<file path="src/rtl/p_avg_pool_pkg.sv">
// Shared data-format types for the perceptron datapath blocks used by the
// windowed mean unit and its power-of-two divider.
package p_avg_pool_pkg;

    typedef enum logic [0:0] {
        INT = 1'b0,
        FXP = 1'b1
    } dtype_t;

    localparam logic Enable  = 1'b1;
    localparam logic Disable = 1'b0;

    typedef struct packed {
        dtype_t     dtype;
        logic       sign;
        logic [7:0] prec;
        logic [7:0] frac;
    } dconf_t;

    localparam dconf_t DCONF_INT8 = '{dtype: INT, sign: Enable, prec: 8'd8, frac: 8'd0};

    // Two formats are interchangeable when every field agrees.
    function automatic logic conf_match(input dconf_t a, input dconf_t b);
        return (a.dtype == b.dtype) && (a.sign == b.sign) &&
               (a.prec == b.prec) && (a.frac == b.frac);
    endfunction

endpackage

</file>
<file path="src/rtl/p_avg_pool_div_pow2.sv">
// p_div_pow2: combinational divide by 2^SHIFT with selectable rounding.
// Returns the rounded quotient and the raw low SHIFT bits of the dividend.
module p_div_pow2
    import p_avg_pool_pkg::*;
#(
    parameter int     SHIFT  = 2,
    parameter int     ROUND  = 2,
    parameter dconf_t I_CONF = DCONF_INT8,
    parameter dconf_t O_CONF = DCONF_INT8
) (
    input  logic [I_CONF.prec-1:0] in,
    output logic [O_CONF.prec-1:0] out,
    output logic [SHIFT-1:0]       rem
);

    localparam int IW = int'(I_CONF.prec);
    localparam int OW = int'(O_CONF.prec);

    if (SHIFT < 1) begin : g_shift_err
        $error("p_div_pow2: SHIFT must be at least 1");
    end
    if (OW > IW) begin : g_width_err
        $error("p_div_pow2: output precision exceeds input precision");
    end
    if ((I_CONF.dtype != O_CONF.dtype) || (I_CONF.sign != O_CONF.sign) ||
        (I_CONF.frac != O_CONF.frac)) begin : g_conf_err
        $error("p_div_pow2: input and output formats differ");
    end

    logic [IW-1:0] quot;
    logic          round_up;

    // NOTE: every signal written here gets a value before any branch so no latch is inferred.
    always_comb begin
        quot     = '0;
        round_up = 1'b0;
        rem      = in[SHIFT-1:0];

        // Arithmetic shift floors toward minus infinity, so rem is always the non-negative remainder.
        if (I_CONF.sign) begin
            quot = $signed(in) >>> SHIFT;
        end else begin
            quot = in >> SHIFT;
        end

        case (ROUND)
            1:       round_up = rem[SHIFT-1];
            2:       round_up = |rem;
            default: round_up = 1'b0;
        endcase

        out = quot[OW-1:0] + OW'(round_up);
    end

endmodule

</file>
<file path="src/rtl/p_avg_pool.sv">
// p_avg_pool: accumulates 2^SHIFT samples and presents their rounded mean
// plus the division remainder on a valid/ready output.
module p_avg_pool
    import p_avg_pool_pkg::*;
#(
    parameter int     SHIFT  = 2,
    parameter int     ROUND  = 2,
    parameter dconf_t I_CONF = DCONF_INT8,
    parameter dconf_t O_CONF = DCONF_INT8
) (
    input  logic                   clk,
    input  logic                   reset,
    input  logic                   clear,
    input  logic                   in_valid,
    output logic                   in_ready,
    input  logic [I_CONF.prec-1:0] in,
    output logic                   out_valid,
    input  logic                   out_ready,
    output logic [O_CONF.prec-1:0] out,
    output logic [SHIFT-1:0]       rem
);

    localparam int I_PREC = int'(I_CONF.prec);
    localparam int O_PREC = int'(O_CONF.prec);
    localparam int N      = 1 << SHIFT;
    localparam int ACC_W  = I_PREC + SHIFT;

    localparam dconf_t ACC_CONF = '{
        dtype: I_CONF.dtype,
        sign:  I_CONF.sign,
        prec:  8'(ACC_W),
        frac:  I_CONF.frac
    };

    if (!conf_match(I_CONF, O_CONF)) begin : g_conf_err
        $error("p_avg_pool: O_CONF must equal I_CONF");
    end

    typedef enum logic {
        ACC = 1'b0,
        OUT = 1'b1
    } state_t;

    state_t             state;
    state_t             state_next;
    logic [ACC_W-1:0]   sum;
    logic [SHIFT-1:0]   cnt;
    logic [ACC_W-1:0]   in_ext;
    logic [ACC_W-1:0]   sum_next;
    logic [O_PREC-1:0]  div_out;
    logic [SHIFT-1:0]   div_rem;
    logic               accept;
    logic               last;

    assign in_ready  = (state == ACC);
    assign out_valid = (state == OUT);
    assign accept    = in_valid && in_ready;
    assign last      = (cnt == SHIFT'(N - 1));

    assign in_ext   = I_CONF.sign ? {{SHIFT{in[I_PREC-1]}}, in} : {{SHIFT{1'b0}}, in};
    assign sum_next = sum + in_ext;

    // The divider sees the sum including the sample being accepted, so the
    // mean is ready to register on the same edge as the final accept.
    p_div_pow2 #(
        .SHIFT  (SHIFT),
        .ROUND  (ROUND),
        .I_CONF (ACC_CONF),
        .O_CONF (O_CONF)
    ) u_div (
        .in  (sum_next),
        .out (div_out),
        .rem (div_rem)
    );

    // NOTE: state registers use non-blocking assignments so every flop samples pre-edge values.
    always_ff @(posedge clk or posedge reset) begin
        if (reset) begin
            state <= ACC;
        end else begin
            state <= state_next;
        end
    end

    always_comb begin
        state_next = state;
        case (state)
            ACC:     if (accept && last) state_next = OUT;
            OUT:     if (out_ready)      state_next = ACC;
            default: state_next = ACC;
        endcase
        if (clear) begin
            state_next = ACC;
        end
    end

    always_ff @(posedge clk or posedge reset) begin
        if (reset) begin
            sum <= '0;
            cnt <= '0;
            out <= '0;
            rem <= '0;
        end else if (clear) begin
            sum <= '0;
            cnt <= '0;
        end else if (accept) begin
            if (last) begin
                out <= div_out;
                rem <= div_rem;
                sum <= '0;
                cnt <= '0;
            end else begin
                sum <= sum_next;
                cnt <= cnt + SHIFT'(1);
            end
        end
    end

endmodule

</file>
<file path="config.mk">
export PLATFORM = sky130hd
export DESIGN_NAME = p_avg_pool
export DESIGN_NICKNAME = d
export VERILOG_FILES = /design/src/rtl/p_avg_pool_pkg.sv /design/src/rtl/p_avg_pool_div_pow2.sv /design/src/rtl/p_avg_pool.sv
export SDC_FILE = /design/constraint.sdc
export NUM_CORES = 1
export LEC_CHECK = 0
export BUFFER_PORTS_ARGS = -buffer_cell sky130_fd_sc_hd__buf_4
export CAP_MARGIN = 0
export CELL_PAD_IN_SITES_DETAIL_PLACEMENT = 0
export CELL_PAD_IN_SITES_GLOBAL_PLACEMENT = 2
export CORE_MARGIN = 4
export CORE_UTILIZATION = 37
export DETAILED_ROUTE_END_ITERATION = 16
export MAX_ROUTING_LAYER = met4
export PLACE_DENSITY = 0.9
export SLEW_MARGIN = 20
export SYNTH_ARGS = -nofsm -noshare
export SYNTH_HDL_FRONTEND = slang
export SYNTH_SLANG_ARGS = --single-unit
export TNS_END_PERCENT = 50
</file>
<file path="constraint.sdc">
create_clock -name clk -period 5.1 [get_ports clk]
set_input_delay 0.51 -clock clk [delete_from_list [all_inputs] [get_ports clk]]
set_output_delay 0.51 -clock clk [all_outputs]
set_load 0.02 [all_outputs]
</file>
; After elaboration in Yosys (flattened, before gate mapping)
; Index checks and enable logic that the tools add are counted.
[totals]
in_bits = 13
register_bits = 23
ram_bits = 0
romBits = 0
output_inout_bits = 12
mem_count = 0
latchBits = 0
[classes]
n_reduce_logical = 5
bitwise = 2
add_sub_neg = 3
muxes = 10
n_div = 0
magnitude_cmp = 0
n_eq_ne = 1
n_mul = 0
n_shift = 0
[ops]
columns = operator, n
row1 = 10-bit two-way mux, 3
row2 = 10-bit adder, 1
row3 = 8-bit by 1-bit adder with 8-bit output, 1
row4 = 2-bit two-way mux, 3
row5 = 1-bit two-way mux, 3
row6 = 3-bit AND reduction, 1
row7 = 2-bit by 1-bit adder with 2-bit output (second input constant), 1
row8 = 2-bit == test (second input constant), 1
row9 = 1-bit logical AND, 2
row10 = 1-bit NOT, 2
row11 = 1-bit one-hot mux with 2 select lines, 1
row12 = 2-bit nonzero test, 1
row13 = 2-bit OR reduction, 1

; Depth between registers and ports, before layout
; Gate-level depths: netlist of the first run.
[depth]
ltp_word = 6
mapped_depth = 9
depth_no_buf = 9

; Modules after synthesis
; From an unflattened synthesis of the first run, not the netlist that was laid out.
[unflattened]
hier_cells = 164
hier_area_um2 = 1639.1
[modules_own_cells]
columns = mod, cells_each, n_inst, area_per_inst_um2
row1 = p_avg_pool, 145, 1, 1492.7
row2 = p_div_pow2, 19, 1, 146.4

; Worst setup path before layout of the first run
; Ideal clock, no wire load.
[synth_timing]
path_type = input -> register
from = in in[0]
to = reg out[7]
arrival_time_ns = 2.595
setup_slack_ns = 2.379
required_time_ns = 4.974
path_buffers = 0
setup_ns = 0.126
cell_stages = 9
cell_sequence = ha_1 > fa_1 > xor2_1 > ha_1 > o21ai_2 > nor4b_4 > nand3_2 > o311a_1 > a221o_1
[synth_between]
elab_chain_len = 3
[synth_lines]
columns = item, line
row1 = from (decl), p_avg_pool.sv:16  ; input logic [I_CONF.prec-1:0] in,
row2 = 10-bit adder (*), p_avg_pool.sv:61  ; assign sum_next = sum + in_ext;
row3 = 2-bit OR reduction, p_avg_pool_div_pow2.sv:48  ; 2: round_up = |rem;
row4 = 8-bit by 1-bit adder with 8-bit output (*), p_avg_pool_div_pow2.sv:52  ; out = quot[OW-1:0] + OW'(round_up);
row5 = to (signal assigned), p_avg_pool.sv:108  ; out <= div_out;
row6 = to (decl), p_avg_pool.sv:19  ; output logic [O_CONF.prec-1:0] out,
; Every way passes the cells marked *; elsewhere a longest branch is shown, timed or not.
; A chain may end at the register's enable or synchronous reset.

; Worst setup path in the final report of the first run
[layout_timing]
from = reg sum[0]
to = reg out[7]
[layout_between]
elab_chain_len = 3
[layout_lines]
columns = item, line
row1 = from (decl), p_avg_pool.sv:46  ; logic [ACC_W-1:0] sum;
row2 = from (signal assigned), p_avg_pool.sv:113  ; sum <= sum_next;
row3 = 10-bit adder (*), p_avg_pool.sv:61
row4 = 2-bit OR reduction, p_avg_pool_div_pow2.sv:48
row5 = 8-bit by 1-bit adder with 8-bit output (*), p_avg_pool_div_pow2.sv:52
; Marked as above.

==> impl_metrics.ini, run 1 <==
[drt]
ant_nets = 0
drt_iter0_markers = 115
first_pass_iters = 4
vias_per_cell = 5.54
wl_mm = 3.57
post_drt_wl_per_cell_um = 15.1
num_vias = 1314
drc = 0

[clock_tree]
h-tree-depth = 1
cts_inserted_buffers = 3
cts_setup_buffers = 0
cts_tree = done
root_buffer = clkbuf_8
clock_latency_ps = 260
clkSinkCount = 23
cts_buffer_depth = 2
ctsResizeCount = 0
ctsHoldBuffers = 0
path_clk_slew_ps = 80

[sta]
finalSetupViolCount = 0
relSlewSlack_pct = 40.1
tns_ps = 0
finalCritPeriodShare_pct = 53.9
rsz0062_at_grt = false
slew_viol_final = 0
hold_violations = 0
hold_slack_ps = 413
worst_clock_skew_ps = 3.87
period_minus_slack_ps = 2750
max_freq_ghz = 0.364
worstMarginPinSlew_ps = 899

[synthesis]
synth_most_common_cell = nand2_1
synth_compound_area_share_pct = 21.9
synth_area_leaders = dfrtp_1 37%, ha_1 9.6%, nand2_1 6.3%
muxShareOfSynthArea_pct = 0.643
ys_seq_area_share_pct = 37.0
syn_area_per_cell_um2 = 9.61
synth_ff_type = dfrtp_1
synthesis.area_um2 = 1560
synth_xor_area_share_pct = 4.98
ys_ff_latch = 23
netlist_top_cells_count = 26 x nand2_1, 23 x dfrtp_1, 12 x ha_1
synth_fa_ha_area_share_pct = 10.9
synth_edf_count = 0
syn_inst = 162
synth_top_area_cell = dfrtp_1
ys_types = 50
synth_top_family_by_area = compound AO/OA/AOI/OAI gates
async_flop_share_pct = 100
synth_nets = 188
synth_top_area_share_pct = 37.0
yosys.area_share.simple_pct = 21.9
yosysWarningCount = 0

[layout]
layout.nets = 214
instances_no_fill = 237
fillers = 390
syn_to_final_growth_pct = 17.5
fin_area_um2 = 1830
n_antenna_cell = 0
final_layout_size_suffix_gt1_share_pct = 20.9

[global_routing]
grtUsageMet2_pct = 24.8
grt_usage_pct = 14.7
grt_max_degree = 24
antenna_found_initial = 0
top_usage_layer = met2
grt_overflow = 0
grt_pass1_vias = 1280
met3_usage_pct = 1.79
met1_usage_pct = 18.9
grt_pass1_wl_mm = 5.98

[floorplanning]
start_util_pct = 38.6
die_area_um2 = 5310
rows = 23
ioPinCount = 25
die_h_um = 72.9
core_um2 = 4030
dieWidth_um = 72.9

[worst_setup_path]
cpMostUsedCell = ha_1
critPathLaunchType = flop
cpMaxStageDelayCell = fa_1
crit_path_end_kind = flop
critical_path.cell_chain = ha_1 > fa_1 > xor2_1 > ha_1 > o21ai_2 > nor4b_4 > nand3_2 > o311a_1 > a221o_1
slowest_delay_ps = 450
cp.buffers_inverters = 0
crit_fanout = 3
arrival_ps = 2900
crit_type = reg -> reg
cp_top_family = adder cells
cp_data_required_time_ps = 5250

[place]
hpwlAfterDp_mm = 2.82
gp_congestion = 0.846
numPortBuffers = 24
place_inst = 233
postPlaceCellArea_um2 = 1780

[pwr]
ir_worst_vdd_mv = 0.134
powerDensity_nw_per_um2 = 350
p_leak_nw = 0.895
power.total_mw = 0.640

[status]
status = complete, no violations

[min_path]
hold_class = in -> reg

[flow_run]
drv_cap = 0
## worst paths after layout
kind / from / to / slack, ps / cells past startpoint
setup / recovery: sum[0]$_DFFE_PP0P_ / out[7]$_DFFE_PP0P_ / 2350 / 9
hold / removal: out_ready / out_valid$_DFF_PP0_ / 410 / 2
setup reg to reg: sum[0]$_DFFE_PP0P_ / out[7]$_DFFE_PP0P_ / 2350 / 9
hold reg to reg: out[1]$_DFFE_PP0P_ / out[1]$_DFFE_PP0P_ / 490 / 2
max in group asynchronous: reset / out[5]$_DFFE_PP0P_ / 4130 / 2
min in group asynchronous: reset / cnt[1]$_DFFE_PP0P_ / 430 / 2
## power by group
part           total [mW]  switching [mW]  internal [mW]
Clock               0.114          0.0597         0.0546
Combinational       0.292           0.167          0.125
Sequential          0.233          0.0192          0.214
Total               0.640           0.246          0.394
## metal layers
metal | wire length (µm) | vias up
met2 | 1790 | 31
li1 | - | 644
met1 | 1630 | 635
met4 | 31 | 0
met5 | 0 | -
met3 | 120 | 4
## per-stage QoR
stage	setup WS, ps	util [%]
finish	2350	45.4
global route	2220	45.4
CTS	2350	45.4
detailed placement	2120	44.3
global placement	2160	44.3
floorplan	2380	-
## placed cells by master (no fill, tap or decap), drive strengths merged, types with 2 or more instances in the layout
master,count
or2,2
nor2,10
nand2,26
xnor2,4
a21oi,5
o21a,3
nor3,3
dfrtp,23
inv,5
a211oi,5
a21o,2
nand3,5
clkbuf,3
xor2,4
nand3b,2
buf,25
ha,12
o31ai,3
or3b,2
nor2b,2
a22o,8
a31oi,2
nor4,2
nor4b,3
o21ai,10
## cells by family (layout without fill, tap and decap cells)
logic type               Yosys count  in the layout
adder cells (fa/ha/maj)           13             13
XOR/XNOR                           8              8
AND/OR/NAND/NOR                   63             63
multiplexers                       1              1
AO/OA/AOI/OAI                     45             45
buffers and inverters              9             34
flip-flops                        23             23
## state kept, by name (all words and copies together) (netlist names)
name,cells
out_valid,1
sum,10
out,8
rem,2
cnt,2
## final cells by class
cell class	instances	area (µm²)	share of cell area, %
Clock buffer	3	41.3	2.26
Inverter	5	18.8	1.03
Timing Repair Buffer	25	188	10.3
Multi-Input combinational cell	130	938	51.3
Sequential cell	23	576	31.5
Tap cell	50	62.6	3.42
Clock inverter	1	5.00	0.274
No activity file was read; power rests on OpenSTA's default activity.
==> inputs of run 2 (changes only) <==
- ABC_AREA: default -> 1
- CORE_UTILIZATION: 37 -> 28
- PLACE_DENSITY: 0.9 -> 0.81
- clock period: 5.1 -> 2.5 ns (I/O delays scaled with it)
==> run 2 against run 1 <==
Via count increased by 13%; sequential share of layout area decreased by 1.6 points; non-clock buffer count decreased by 1; area after synthesis increased by 4.4%; clock skew increased by 2.4 ps; critical path depth unchanged; total power increased by 87%; fmax increased by 23%; worst hold slack got worse by 270 ps; wire length increased by 7.6%.
==> impl_metrics.ini, run 2 <==
[layout]
top_register = sum
n_antenna_cell = 0
layout.nets = 279
final_layout_size_suffix_gt1_share_pct = 18.7
layout_common_cells = 71 x nand2_1, 33 x inv_1, 29 x nand3_1, 24 x buf_4, 23 x dfrtp_1
syn_to_final_growth_pct = 18.7
largest_register_ffs = 10
fin_area_um2 = 1930
reg.largest.list = sum (10), out (8)
layout_commonest_cell = nand2_1

[worst_setup_path]
ff2ff_path_depth = 9
rrSetupSlack_ps = 260
cpMostUsedCell = ha_1
cpMaxStageDelayCell = fa_1
r2r_start = sum[0]$_DFFE_PP0P_
crit_type = reg -> reg
cp_data_required_time_ps = 2640
rr_endpoint = out[4]$_DFFE_PP0P_
crit_fanout = 4
crit_path_end_kind = flop
arrival_ps = 2380
critPathLaunchType = flop
critical_path.cell_chain = ha_1 > fa_1 > xor2_1 > ha_1 > ha_1 > nand2_1 > nor2_2 > xor2_1 > o21ai_1
slowest_delay_ps = 430

[global_routing]
grt_usage_pct = 11.9
antenna_found_initial = 0
grt_pass1_vias = 1488
grt_pass1_wl_mm = 6.82
grt_overflow = 0
grt_max_degree = 24

[drt]
vias_per_cell = 4.58
drc = 0
first_pass_iters = 4
wl_mm = 3.84
drt_iter0_markers = 66
post_drt_wl_per_cell_um = 11.9
num_vias = 1485
ant_nets = 0

[synthesis]
synth_ff_type = dfrtp_1
synth_top_area_share_pct = 35.4
yosysWarningCount = 0
synth_area_leaders = dfrtp_1 35%, nand2_1 16%, ha_1 9.2%
synth_top_area_cell = dfrtp_1
synthesis.area_um2 = 1630
ys_types = 23
ys_ff_latch = 23
synth_nets = 253
netlist_top_cells_count = 71 x nand2_1, 33 x inv_1, 29 x nand3_1
async_flop_share_pct = 100
syn_inst = 227
ys_seq_area_share_pct = 35.4
syn_area_per_cell_um2 = 7.16
synth_edf_count = 0
synth_most_common_cell = nand2_1

[clock_tree]
ctsHoldBuffers = 0
path_clk_slew_ps = 90
cts_buffer_depth = 2
h-tree-depth = 1
cts_inserted_buffers = 3
clkSinkCount = 23
cts_tree = done
clock_latency_ps = 270
root_buffer = clkbuf_8
ctsResizeCount = 0

[pwr]
ir_worst_vdd_mv = 0.287
p_leak_nw = 1.07
power.total_mw = 1.20
powerDensity_nw_per_um2 = 621

[place]
gp_congestion = 0.778
numPortBuffers = 24
hpwlAfterDp_mm = 3.19
pre_cts_ws_ps = 219
postPlaceCellArea_um2 = 1880

[sta]
slew_viol_final = 0
hold_slack_ps = 139
finalCritPeriodShare_pct = 89.6
max_freq_ghz = 0.447
setup_ws_ps = 261
tns_ps = 0
worst_clock_skew_ps = 6.28
finalSetupViolCount = 0
relSlewSlack_pct = 41.4
rsz0062_at_grt = false
hold_violations = 0
period_minus_slack_ps = 2240
worstMarginPinSlew_ps = 879

[min_path]
hold_class = in -> reg
whs_path_depth = 2
min_from = out_ready
min_delay_worst_endpoint = out_valid$_DFF_PP0_

[floorplanning]
ioPinCount = 25
die_area_um2 = 7090
rows = 27
die_h_um = 84.2
start_util_pct = 29.2
core_um2 = 5570
dieWidth_um = 84.2

[status]
status = complete, no violations

[flow_run]
drv_cap = 0
==> run 2: through the flow <==
step	instances	util (%)
global placement	320	33.8
floorplan	227	-
detailed placement	320	33.8
global route	324	34.6
CTS	324	34.6
finish	324	34.6
==> run 2: area by class of cell <==
class / count / area [µm²]
multi-input cells: 166 / 906
inverters: 35 / 131
clock inverters: 1 / 5.00
flip-flops and latches: 23 / 576
fillers: 617 / 3640
well taps: 72 / 90.1
clock buffers: 3 / 41.3
repair buffers: 24 / 180
==> run 2: repair_timing <==
item                                    CTS  global route
hold endpoints to repair                  0             0
endpoints found under the setup margin    0             1
buffers inserted                          0             0
==> run 2: logic make-up after synthesis <==
logic type               share of synthesized area, %
AO/OA/AOI/OAI                                    7.93
XOR/XNOR                                         1.62
adder cells (fa/ha/maj)                          10.5
buffers and inverters                            8.85
flip-flops                                       35.4
AND/OR/NAND/NOR                                  35.7
==> run 2: routing by layer <==
layer	up-vias	GRT usage (%)	share of wire, %
li1	778	-	-
met1	676	15.9	49
met2	27	18.9	47
met3	4	2.45	3.2
met4	0	1.90	1.2
met5	-	-	0
==> run 2: worst max-delay path by stage <==
| stage | start | endpoint | slack, ps | cells past startpoint |
|---|---|---|---|---|
| 6_report | sum[0]$_DFFE_PP0P_ | out[4]$_DFFE_PP0P_ | 260 | 9 |
| 5_1_grt | sum[0]$_DFFE_PP0P_ | out[7]$_DFFE_PP0P_ | 20 | 11 |
| 4_1_cts | sum[0]$_DFFE_PP0P_ | out[4]$_DFFE_PP0P_ | 210 | 9 |
| 3_5_place_dp | in[0] | out[4]$_DFFE_PP0P_ | 220 | 10 |
| 3_3_place_gp | in[0] | out[4]$_DFFE_PP0P_ | 250 | 10 |
| 2_1_floorplan | sum[0]$_DFFE_PP0P_ | out[4]$_DFFE_PP0P_ | 410 | 9 |
==> run 2: critical path: cells and delay by family (launching register included) <==
kind	cells	cell delay, ps
compound gates	1	70
xor+xnor	2	360
fa+ha+maj	4	1040
flops	1	390
simple gates	2	250
==> run 2: where the power goes <==
part           switching [mW]  internal (mW)
Sequential             0.0369          0.429
Combinational           0.309          0.188
Clock                   0.124          0.111
